## src/rtl/nn_pkg.sv

```systemverilog
// nn_pkg
//   Shared definitions for the pooling stage and its neighbours:
//   pixel width, per-layer feature-map sizes and an unsigned max helper.
package nn_pkg;

  localparam int PIX_W    = 16;   // post-ReLU pixel width, unsigned
  localparam int C1_OUT_W = 24;   // conv1 output width
  localparam int C1_OUT_H = 24;   // conv1 output height
  localparam int P1_OUT_W = 12;   // pool1 output width (line-buffer depth)

  // Inputs are post-ReLU, so a plain unsigned compare is sufficient.
  // Ties return the shared value.
  function automatic logic [PIX_W-1:0] umax(input logic [PIX_W-1:0] a,
                                            input logic [PIX_W-1:0] b);
    return (a >= b) ? a : b;
  endfunction

endpackage

```

## src/rtl/pool_line_buf.sv

```systemverilog
// pool_line_buf
//   Simple dual-port half-width line buffer for the 2x2 max-pool stage.
//   Synchronous write, asynchronous read (maps to distributed RAM).
//   Contents are not reset.
// Ports:
//   clk    in   clock
//   we     in   write enable
//   waddr  in   write address
//   wdata  in   write data
//   raddr  in   read address
//   rdata  out  read data, combinational from raddr
module pool_line_buf
  import nn_pkg::*;
#(
  parameter int N      = PIX_W,
  parameter int DEPTH  = P1_OUT_W,
  parameter int ADDR_W = (DEPTH > 1) ? $clog2(DEPTH) : 1
) (
  input  logic              clk,
  input  logic              we,
  input  logic [ADDR_W-1:0] waddr,
  input  logic [N-1:0]      wdata,
  input  logic [ADDR_W-1:0] raddr,
  output logic [N-1:0]      rdata
);

  logic [N-1:0] mem [DEPTH];

  always_ff @(posedge clk) begin
    if (we) mem[waddr] <= wdata;
  end

  assign rdata = mem[raddr];

endmodule

```

## src/rtl/maxpool2d_stream.sv

```systemverilog
// maxpool2d_stream
//   2x2, stride-2 max-pool over a raster-order pixel stream. The horizontal
//   pair is folded through pair_reg; even rows park their horizontal maxima
//   in a half-width line buffer, odd rows combine with them and emit.
// Ports:
//   clk        in   clock, rising edge
//   rst        in   synchronous active-high reset
//   din_vld    in   input pixel valid (may idle any number of cycles)
//   din        in   input pixel, unsigned
//   dout       out  pooled pixel, held while dout_vld is low
//   dout_vld   out  one-cycle pulse per pooled pixel
//   frame_end  out  with dout_vld on the last pooled pixel of a frame
module maxpool2d_stream
  import nn_pkg::*;
#(
  parameter int N     = PIX_W,
  parameter int IMG_W = C1_OUT_W,
  parameter int IMG_H = C1_OUT_H
) (
  input  logic         clk,
  input  logic         rst,
  input  logic         din_vld,
  input  logic [N-1:0] din,
  output logic [N-1:0] dout,
  output logic         dout_vld,
  output logic         frame_end
);

  localparam int COL_W  = $clog2(IMG_W);
  localparam int ROW_W  = $clog2(IMG_H);
  localparam int DEPTH  = IMG_W / 2;
  localparam int ADDR_W = (DEPTH > 1) ? $clog2(DEPTH) : 1;

  logic [COL_W-1:0]  col_cnt;
  logic [ROW_W-1:0]  row_cnt;
  logic [N-1:0]      pair_reg;
  logic [N-1:0]      hmax;
  logic [N-1:0]      lb_rdata;
  logic [ADDR_W-1:0] lb_addr;
  logic              lb_we;
  logic              last_col;
  logic              last_row;
  logic              win_done;

  always_comb begin
    last_col = (col_cnt == COL_W'(IMG_W - 1));
    last_row = (row_cnt == ROW_W'(IMG_H - 1));
    hmax     = umax(pair_reg, din);
    lb_addr  = ADDR_W'(col_cnt >> 1);
    // Frame width is even, so bit 0 of each counter gives its parity.
    lb_we    = din_vld && col_cnt[0] && !row_cnt[0];
    win_done = din_vld && col_cnt[0] &&  row_cnt[0];
  end

  // Even rows only write, odd rows only read: no same-cycle address clash.
  pool_line_buf #(
    .N     (N),
    .DEPTH (DEPTH),
    .ADDR_W(ADDR_W)
  ) u_line_buf (
    .clk  (clk),
    .we   (lb_we),
    .waddr(lb_addr),
    .wdata(hmax),
    .raddr(lb_addr),
    .rdata(lb_rdata)
  );

  always_ff @(posedge clk) begin
    if (rst) begin
      col_cnt   <= '0;
      row_cnt   <= '0;
      pair_reg  <= '0;
      dout      <= '0;
      dout_vld  <= 1'b0;
      frame_end <= 1'b0;
    end else begin
      dout_vld  <= 1'b0;
      frame_end <= 1'b0;
      if (din_vld) begin
        if (!col_cnt[0]) pair_reg <= din;
        if (win_done) begin
          dout      <= umax(lb_rdata, hmax);
          dout_vld  <= 1'b1;
          frame_end <= last_col && last_row;
        end
        if (last_col) begin
          col_cnt <= '0;
          row_cnt <= last_row ? '0 : row_cnt + 1'b1;
        end else begin
          col_cnt <= col_cnt + 1'b1;
        end
      end
    end
  end

endmodule

```

## config.mk

```make
export PLATFORM = sky130hd
export DESIGN_NAME = maxpool2d_stream
export DESIGN_NICKNAME = d
export VERILOG_FILES = /design/src/rtl/nn_pkg.sv /design/src/rtl/pool_line_buf.sv /design/src/rtl/maxpool2d_stream.sv
export SDC_FILE = /design/constraint.sdc
export NUM_CORES = 1
export LEC_CHECK = 0
export BUFFER_PORTS_ARGS = -buffer_cell sky130_fd_sc_hd__buf_2
export CORE_MARGIN = 2
export CORE_UTILIZATION = 50
export DETAILED_ROUTE_END_ITERATION = 16
export PLACE_DENSITY = 0.74
export SETUP_SLACK_MARGIN = 0.4
export SYNTH_ARGS = -nofsm -noshare
export SYNTH_HDL_FRONTEND = slang
export SYNTH_SLANG_ARGS = --single-unit
```

## constraint.sdc

```tcl
create_clock -name clk -period 3.9 [get_ports clk]
set_input_delay 0.39 -clock clk [delete_from_list [all_inputs] [get_ports clk]]
set_output_delay 0.39 -clock clk [all_outputs]
set_load 0.005 [all_outputs]
```

==> results of run 1 <==
-- metrics by stage --
step / setup WS [ns] / util, % / setup TNS [ns] / instances / hold slack [ns]
after floorplan: 0.313 / - / 0 / 648 / 0.452
after global placement: 0.0419 / 55.3 / 0 / 962 / 0.449
after detailed placement: -0.0749 / 55.3 / -0.541 / 962 / 0.461
after CTS: 0.313 / 59.5 / 0 / 1013 / 0.128
after global routing: 0.125 / 61.0 / 0 / 1022 / 0.157
final: 0.256 / 61.0 / 0 / 1022 / 0.152
-- what timing repair did --
| action | 4_1_cts | 5_1_grt |
|---|---|---|
| resized for setup | 21 | 30 |
| endpoints found under the setup margin | 16 | 16 |
| pin swaps | 10 | 17 |
| cloned | 0 | 2 |
| setup buffers | 11 | 7 |
-- kinds of logic after synthesis --
| logic type | synth area share [%] |
|---|---|
| multiplexers | 14.6 |
| flip-flops | 66.5 |
| adder cells (fa/ha/maj) | 4.20 |
| XOR/XNOR | 0.173 |
| AO/OA/AOI/OAI | 5.61 |
| AND/OR/NAND/NOR | 5.91 |
| buffers and inverters | 3.04 |
-- final cells by class --
cell class	instances	area, um^2
clock buffer	29	598
clock inverter	11	50.0
fill	1384	7820
inverter	49	191
multi-input combinational	332	3550
sequential	240	6750
tap	270	338
timing repair buffer	91	743
-- placed cells by master (no fill, tap or decap), types with 3 or more instances in the layout --
master     Yosys  routed
nand2_1       74      73
inv_1         49      42
buf_4          0      42
nand3_1        3       3
o21a_1        16      16
inv_2          0       6
clkbuf_16      0      25
a21oi_1       27      25
nor3_2         0       6
mux2i_1       27      23
clkbuf_1      16       6
clkinv_1       0       7
nand2b_1       6       5
dfxtp_4        0       3
buf_12         1       8
a211oi_2       0       3
clkinv_2       0       3
buf_2          5      36
ha_4           0      11
nor2_1        26      26
edfxtp_1     192     192
dfxtp_2        0       8
mux2i_4        0      13
nand4_1        6       6
mux4_2        48      48
ha_1          34      23
dfxtp_1       48      37
o21ai_1        0       3
o221ai_2       0      16
o21ai_0        6       3
-- metal layers --
| layer | global-route usage, % | vias to the layer above |
|---|---|---|
| met2 | 36.5 | 183 |
| met3 | 3.00 | 47 |
| met4 | 6.99 | 0 |
| li1 | - | 2664 |
| met1 | 25.8 | 3053 |
| met5 | 0 | - |
-- worst min path at each step --
stage / end / slack [ns] / cells after the start
after floorplan: pair_reg[1]$_SDFFE_PP0P_ / 0.45 / 2
after global placement: dout[5]$_SDFFE_PP0P_ / 0.45 / 2
after detailed placement: dout[12]$_SDFFE_PP0P_ / 0.46 / 2
after CTS: pair_reg[0]$_SDFFE_PP0P_ / 0.13 / 3
after global routing: pair_reg[3]$_SDFFE_PP0P_ / 0.16 / 3
final: pair_reg[3]$_SDFFE_PP0P_ / 0.15 / 3
-- worst max-delay path, cell delays in order, from the launching register on --
cell       delay, ns
dfxtp_2         0.34
inv_2           0.05
ha_4            0.22
nand2b_4        0.14
a2111oi_4       0.41
a2111oi_4       0.07
a211oi_4        0.28
buf_12          0.16
buf_12          0.16
mux2i_4         0.27
ha_4            0.16
nand4_1         0.17
nor3_2          0.28
nor3_2          0.07
a311o_2         0.44
clkbuf_16       0.19
o221ai_2        0.14
-- power by group through the flow --
stage               registers [W]  logic [W]  clock network (W)
finish                    0.00284   0.000471            0.00196
global route              0.00284   0.000516            0.00210
CTS                       0.00283   0.000426            0.00201
detailed placement        0.00289   0.000402                  0
global placement          0.00289   0.000379                  0
floorplan                 0.00288   0.000281                  0
==> run metrics, run 1 <==
status finished clean; WP data arrival 4.08 ns; CP endpoint dout[8]$_SDFFE_PP0P_; Yosys cell types 38; endpoint type of the worst setup path flip-flop; Least-Margin Pin Slew 1.11 ns; Die Ht 146 um; Max Root-Sink Buffers 3; Design Power 0.00527 W; # clock sinks 240; type of the most critical hold path primary input to flip-flop; Max Cap Viol 0; RSZ-0062 raised after global routing true; synthesized area 10100 um^2; critical path type flip-flop to flip-flop; max reg flops 192; # diodes 0; hold path startpoint din[3]; Ys Warns 0; pin count of the biggest net entering global routing 33; Max Fclk 274 MHz; first-pass GRT wire length 33900 um; Via density 5.82; post-cts hold buffer count 0; number of flops mapped to enable cells by yosys 192; Critical Path RT 4.33 ns; CTS tree yes; top post-synthesis cells by area edfxtp_1, mux4_2, dfxtp_1; flop-to-flop setup slack 0.26 ns; Tcrit/Tclk final 93.4%; GRT Overall Usage 20.5%; Static Leak 4.28 nW; Avg Inst Size Synth 15.6 um^2; Yosys top cell area share 57.0%; Critical Path Fanout Max 8; core area 20000 um^2; most frequent cell after synthesis edfxtp_1; Internal 0.00410 W; cells after synthesis 648; initial drt markers 434; share of synthesized registers carrying an async set or reset 0%; min cycle time layout 3.64 ns; share of cells above drive strength 1 32.6%; Post-Route M1 WL 8790 um; GRT Residual Overflow 0; die area 21400 um^2; Root Buffer clkbuf_16; routed via count 5947; DR WL met2 11700 um; CTS H-Tree Depth 1; routability-driven placement congestion ratio 0.842; Sw Share 22.2%; R2R cell count 16; Worst-path clk slew 0.06 ns; I/O pins 37; Site Rows 52; Initial Utilization 50.5%; PortBufs 36; CTS Buf Count 23; Pins Over Slew Limit 0; worst skew pair latency 0.51 ns; Clk network pwr share 37.3%; Reg2Reg Launch Point pair_reg[0]$_SDFFE_PP0P_; Worst setup startpoint pair_reg[0]$_SDFFE_PP0P_; WL/cell 21.7 um; initial antenna violation count 0; Main synth FF type edfxtp_1; register bit total from synthesis 240; Slew HR 25.4%; Post-DP HPWL 13800 um; Yosys top cell by area edfxtp_1; DRC viols 0; placed standard-cell area 11100 um^2; Die X-Extent 146 um; DR top layer met4; register area share after synthesis 66.5%; Worst Skew 0.0154 ns; wire length on met3 1100 um; Synth-to-Final Area Change 20.8%; Synthesized Nets 701; number of hold violations in the final report 0; worst vdd ir 0.328 mV; post-route ant nets 0; Post-synth top cells edfxtp_1, nand2_1, inv_1; Pwr per Cell Area 431 nW/um^2; combinational power share 8.9%; CP startpoint kind flip-flop; NumNets Final 790; Post-Route WL 22200 um; vias in the first global route 6180; Seq pwr share 53.8%; reg-to-reg critical path endpoint dout[8]$_SDFFE_PP0P_; DRT Pass-1 Iters 5; final instance area 12200 um^2; endpoints failing setup 0; net switching power figure 0.00117 W
Power figures use the tool's default switching activity.
==> run 2: changes to the inputs <==
Settings changed: SYNTH_HIERARCHICAL set to 1.
==> run 2 against run 1 <==
  * Combinational power increased by 2%
  * Sequential power is 2% lower
  * Sequential share of layout area increased by 0.72 points
  * Global-route usage barely moved
  * Register-to-register slack better by 0.02 ns
  * Final cell count fell by 0.59%
  * Wire length decreased by 2.3%
  * Worst hold slack lost 0.0052 ns
  * Critical path type unchanged
  * Critical endpoint is now dout[2]$_SDFFE_PP0P_
  * Largest cell class unchanged
  * Largest power group unchanged
==> run metrics, run 2 <==
initial drt markers 453; routability-driven placement congestion ratio 0.827; status finished clean; critical path's most frequent cell nand2b_4; share of synthesized registers carrying an async set or reset 0%; placed standard-cell area 10600 um^2; CTS tree yes; Tcrit/Tclk final 92.8%; Max Root-Sink Buffers 3; WP data arrival 4.05 ns; PortBufs 36; vias in the first global route 6063; Multi-input gate area 3340 um^2; max reg flops 192; synthesized area 10000 um^2; DRT Pass-1 Iters 4; Synth-to-Final Area Change 18.6%; register bit total from synthesis 236; Post-Route WL 21700 um; Initial Utilization 51.2%; CP max stage delay 0.45 ns; Critical Path, Cell by Cell inv_2 > ha_4 > nand2b_4 > a2111oi_4 > a2111oi_2 > or3_4 > buf_16 > mux2i_4 > ha_1 > a21oi_1 > o21ai_0 > a21oi_2 > o21ai_4 > nand2b_4 > o221ai_2; commonest non-fill, non-tap cells in the layout edfxtp_1, nand2_1, inv_1; # clock sinks 236; Critical Path Fanout Max 8; top post-synthesis cells by area edfxtp_1, dfxtp_1, mux4_2; NumNets Final 788; Cells after DPL 955; Yosys top cell area share 57.5%; GRT Overall Usage 20.4%; Die Ht 146 um; initial antenna violation count 0; core area 19600 um^2; first-pass GRT wire length 33900 um; DRC viols 0; Slew HR 11.5%; endpoints failing setup 0; Critical-path top delay cell a2111oi_4; RSZ-0062 raised after global routing true; worst skew pair latency 0.51 ns; Yosys top cell by area edfxtp_1; Ys Warns 6; Yosys cell types 43; Post-synth top cells edfxtp_1, nand2_1, inv_1; Main synth FF type edfxtp_1; I/O pins 37; Die X-Extent 146 um; Static Leak 4.21 nW; Site Rows 51; min cycle time layout 3.62 ns; die area 21200 um^2; pin count of the biggest net entering global routing 42; # diodes 0; number of flops mapped to enable cells by yosys 192; Critical Path RT 4.33 ns; Root Buffer clkbuf_16; Avg Inst Size Synth 15.3 um^2; Least-Margin Pin Slew 1.32 ns; post-route ant nets 0; Pins Over Slew Limit 0; most frequent cell after synthesis edfxtp_1; CP startpoint kind flip-flop; routed via count 5984; GRT Residual Overflow 0; endpoint type of the worst setup path flip-flop; Pwr per Cell Area 461 nW/um^2; worst vdd ir 0.340 mV; cells after synthesis 655; Synthesized Nets 708; register area share after synthesis 66.3%; CTS Buf Count 24; share of cells above drive strength 1 26.4%; CTS H-Tree Depth 1; Fill cells 1422; Max Fclk 276 MHz; Max Cap Viol 0; WL/cell 21.3 um; Post-DP HPWL 13300 um; Worst-path clk slew 0.06 ns; type of the most critical hold path primary input to flip-flop; Via density 5.89; number of hold violations in the final report 0; post-layout instance count excluding filler cells 1016; final instance area 11900 um^2; critical path type flip-flop to flip-flop; most common cell after layout, fill and taps aside edfxtp_1; Reg area 6650 um^2; Worst Skew 0.00861 ns
[run 2: cell types whose count changed in the layout (fill, tap and decap cells not counted), sizes merged, moves of 8 or more]
| cell | before | now |
|---|---|---|
| a22oi | 0 | 16 |
| mux2i | 36 | 49 |
| mux4 | 48 | 32 |
| nand2 | 74 | 66 |
| o21a | 16 | 1 |
| o221ai | 17 | 32 |
[run 2: final timing paths]
check | from | end | slack [ns] | cells after the start
min | din[9] | pair_reg[9]$_SDFFE_PP0P_ | 0.15 | 3
max | pair_reg[0]$_SDFFE_PP0P_ | dout[2]$_SDFFE_PP0P_ | 0.28 | 15
max reg2reg | pair_reg[0]$_SDFFE_PP0P_ | dout[2]$_SDFFE_PP0P_ | 0.28 | 15
min reg2reg | pair_reg[9]$_SDFFE_PP0P_ | pair_reg[9]$_SDFFE_PP0P_ | 0.47 | 2
[run 2: report_power, final]
group	leakage, nW	internal, W	total (W)	switching, W
Sequential	2.09	0.00277	0.00279	0.0000170
Clock	0.367	0.00134	0.00222	0.000878
Combinational	1.75	0.000202	0.000479	0.000277
Total	4.21	0.00432	0.00549	0.00117
[run 2: through the flow]
stage          utilization, %  worst slack, ns  total power, W  TNS (ns)  hold WS [ns]
2_1_floorplan               -            0.401         0.00312         0         0.453
5_1_grt                  60.7            0.197         0.00568         0         0.138
6_report                 60.7            0.280         0.00549         0         0.147
3_5_place_dp             54.2           -0.229         0.00324     -3.15         0.476
3_3_place_gp             54.2          -0.0600         0.00321    -0.806         0.461
4_1_cts                  59.5            0.349         0.00547         0         0.138
[run 2: cell type report]
| type | instances | share of cell area (%) |
|---|---|---|
| repair buffers | 82 | 5.16 |
| inverters | 50 | 1.58 |
| multi-input cells | 341 | 28.1 |
| clock buffers | 36 | 5.79 |
| clock inverters | 6 | 0.631 |
| flip-flops and latches | 236 | 55.9 |
| well taps | 265 | 2.79 |
[run 2: per-layer routing]
layer	global-route usage (%)	vias up	wire length, um
li1	-	2683	-
met3	3.51	44	1400
met2	34.1	232	10700
met5	0	-	0
met4	5.49	0	469
met1	28.1	3025	9140
[run 2: timing repair]
action | 4_1_cts | 5_1_grt
endpoints found under the setup margin | 16 | 16
setup buffers | 5 | 11
cloned | 3 | 0
gates resized for setup | 36 | 22
hold buffers | 0 | 0
endpoints found under the hold margin | 0 | 0
pin swaps | 10 | 17
[run 2: cells by family (layout without fill, tap and decap cells)]
logic type / after synthesis / after routing / share of synthesized area [%]
AND/OR/NAND/NOR: 124 / 125 / 5.69
AO/OA/AOI/OAI: 98 / 98 / 6.93
multiplexers: 81 / 81 / 13.0
flip-flops: 236 / 236 / 66.3
buffers and inverters: 79 / 174 / 3.63
XOR/XNOR: 3 / 3 / 0.262
adder cells (fa/ha/maj): 34 / 34 / 4.24
[run 2: critical path: cells and delay by family, from the launching register on]
kind,cells,cell delay (ns)
mux,1,0.20
buf+inv,2,0.23
compound gates,7,1.48
flops,1,0.34
fa+ha+maj,2,0.54
simple gates,3,0.76
==> run 3: changes to the inputs <==
Settings changed: BUFFER_PORTS_ARGS -buffer_cell sky130_fd_sc_hd__buf_2 to -buffer_cell sky130_fd_sc_hd__clkbuf_2, CORE_UTILIZATION 50 to 55, PLACE_DENSITY 0.74 to 0.8, RECOVER_POWER set to 50.
==> run 3 against run 2 <==
  * Clock-buffer cell count shrank 10
  * Core utilization grew 5.1 points
  * Non-clock buffer count decreased by 6
  * Register-to-register slack got worse by 0.05 ns
  * Highest routed layer is now met5
  * Die area decreased by 8.8%
  * Largest cell class unchanged
  * The flow now finishes with violations (max-capacitance violations, max-slew violations)
  * Maximum frequency fell by 1.3%
  * Final area down 1.0%
  * Total power grew 0.44%
  * Critical path depth grew 1
  * Global-route usage rose by 2.4 points
  * Worst hold slack improved by 0.0072 ns
  * Clock power about the same
==> run metrics, run 3 (same netlist as run 2, synthesis figures left out) <==
RSZ-0062 raised after global routing true; CTS tree yes; Max Cap Viol 1; Pins Over Slew Limit 8; Fill cells 1169; worst hold slack 0.154 ns; hold path startpoint din[8]; number of hold violations in the final report 0; min cycle time layout 3.67 ns; WL/cell 23.6 um; Reg2Reg Launch Point pair_reg[0]$_SDFFE_PP0P_; core area 17900 um^2; R2R cell count 16; WP data arrival 4.07 ns; Post-DP HPWL 13200 um; Critical Path, Cell by Cell inv_2 > ha_4 > nand2b_4 > a2111oi_4 > a2111oi_2 > or3_4 > buf_12 > buf_4 > mux2i_2 > ha_1 > nand2_1 > o21ai_0 > a21oi_2 > o21ai_4 > nand2b_4 > o221ai_2; Worst Hold End pair_reg[8]$_SDFFE_PP0P_; Via density 6.26; endpoints failing setup 0; reg-to-reg critical path endpoint dout[10]$_SDFFE_PP0P_; Multi-input gate area 3380 um^2; post-route ant nets 0; post-cts hold buffer count 0; DRC viols 0; final instance area 11800 um^2; critical path's most frequent cell nand2b_4; Tcrit/Tclk final 94.0%; max reg flops 192; DP Worst Slack -0.137 ns; routability-driven placement congestion ratio 0.862; PortBufs 36; Worst-path clk slew 0.06 ns; endpoint type of the worst setup path flip-flop; Root Buffer clkbuf_16; Pwr per Cell Area 468 nW/um^2; worst hold stages 3; Least-Margin Pin Slew 1.67 ns; Die X-Extent 139 um; initial drt markers 526; Max Root-Sink Buffers 3; commonest non-fill, non-tap cells in the layout edfxtp_1, nand2_1, inv_1; pin count of the biggest net entering global routing 39; CTS Buf Count 23; placed standard-cell area 10600 um^2; GRT Residual Overflow 0; routed via count 6096; type of the most critical hold path primary input to flip-flop; Slew HR -11.5%; die area 19300 um^2; Post-Route WL 23000 um; most common cell after layout, fill and taps aside edfxtp_1; NumNets Final 782; Static Leak 4.09 nW; Worst Skew 0.00770 ns; Critical Path Fanout Max 8; Die Ht 139 um; flop-to-flop setup slack 0.23 ns; vias in the first global route 6056; status finished with violations; # diodes 0; Reg area 6650 um^2; Critical Path RT 4.31 ns; failing checks max-capacitance violations, max-slew violations; CTS H-Tree Depth 1; setup TNS 0 ns; worst setup margin 0.233 ns; Max Fclk 273 MHz; Site Rows 49; first-pass GRT wire length 34300 um; worst vdd ir 0.403 mV; CP max stage delay 0.42 ns; # clock sinks 236; GRT Overall Usage 22.8%; CP startpoint kind flip-flop; share of cells above drive strength 1 24.3%; Initial Utilization 56.0%; Synth-to-Final Area Change 17.4%; DRT Pass-1 Iters 5; I/O pins 37; initial antenna violation count 1; worst skew pair latency 0.49 ns; Critical-path top delay cell a2111oi_4; critical path type flip-flop to flip-flop
==> run 3: cell count changes in the layout (fill, tap and decap cells not counted), moves of 3 or more <==
cell,delta
buf_2,-36
clkbuf_2,+27
buf_4,-18
clkbuf_1,+12
clkinv_2,+4
clkbuf_16,-3
==> run 3: cell type report <==
class                   instances  share of cell area, %
clock buffers                  26                   5.15
clock inverters                15                   1.28
inverters                      50                   1.59
multi-input cells             342                   28.7
flip-flops and latches        236                   56.5
well taps                     229                   2.43
repair buffers                 76                   4.34
==> run 3: worst max path at each step <==
stage	from	to	slack [ns]	depth (start not counted)
after global routing	pair_reg[0]$_SDFFE_PP0P_	dout[12]$_SDFFE_PP0P_	0.11	17
after floorplan	din[0]	dout[13]$_SDFFE_PP0P_	0.40	18
after CTS	pair_reg[0]$_SDFFE_PP0P_	dout[13]$_SDFFE_PP0P_	0.36	15
after detailed placement	din[0]	dout[14]$_SDFFE_PP0P_	-0.14	16
final	pair_reg[0]$_SDFFE_PP0P_	dout[10]$_SDFFE_PP0P_	0.23	16
after global placement	din[0]	dout[9]$_SDFFE_PP0P_	-0.04	16
==> run 3: metal layers <==
layer	vias to the layer above	share of wire [%]	global-route usage, %
li1	2676	-	-
met1	3076	41	31.4
met2	280	49	38.1
met3	62	6.8	3.63
met4	2	3.0	6.75
met5	-	0.057	0
==> run 3: metrics by stage <==
step / utilization, % / total power [W] / cells
floorplan: - / 0.00312 / 655
global placement: 59.3 / 0.00322 / 922
detailed placement: 59.3 / 0.00324 / 922
CTS: 64.7 / 0.00547 / 968
global route: 65.8 / 0.00567 / 974
finish: 65.8 / 0.00551 / 974
==> run 3: worst max-delay path, delay by kind of cell (launching register included) <==
kind / cells / cell delay [ns]
AOI/OAI and AO/OA: 6 / 1.24
buffers and inverters: 3 / 0.35
DFF: 1 / 0.34
muxes: 1 / 0.27
adders and majority gates: 2 / 0.49
and+or+nand+nor: 4 / 0.88
==> run 3: timing repair <==
action	in CTS	in global routing
gates cloned	2	0
resized for setup	31	37
pin swaps	14	24
endpoints found under the setup margin	16	16
buffers inserted	3	6
==> run 3: where the power goes <==
group          internal, W  switching [W]
registers          0.00277      0.0000219
logic             0.000211       0.000290
clock network      0.00131       0.000904
total              0.00430        0.00122
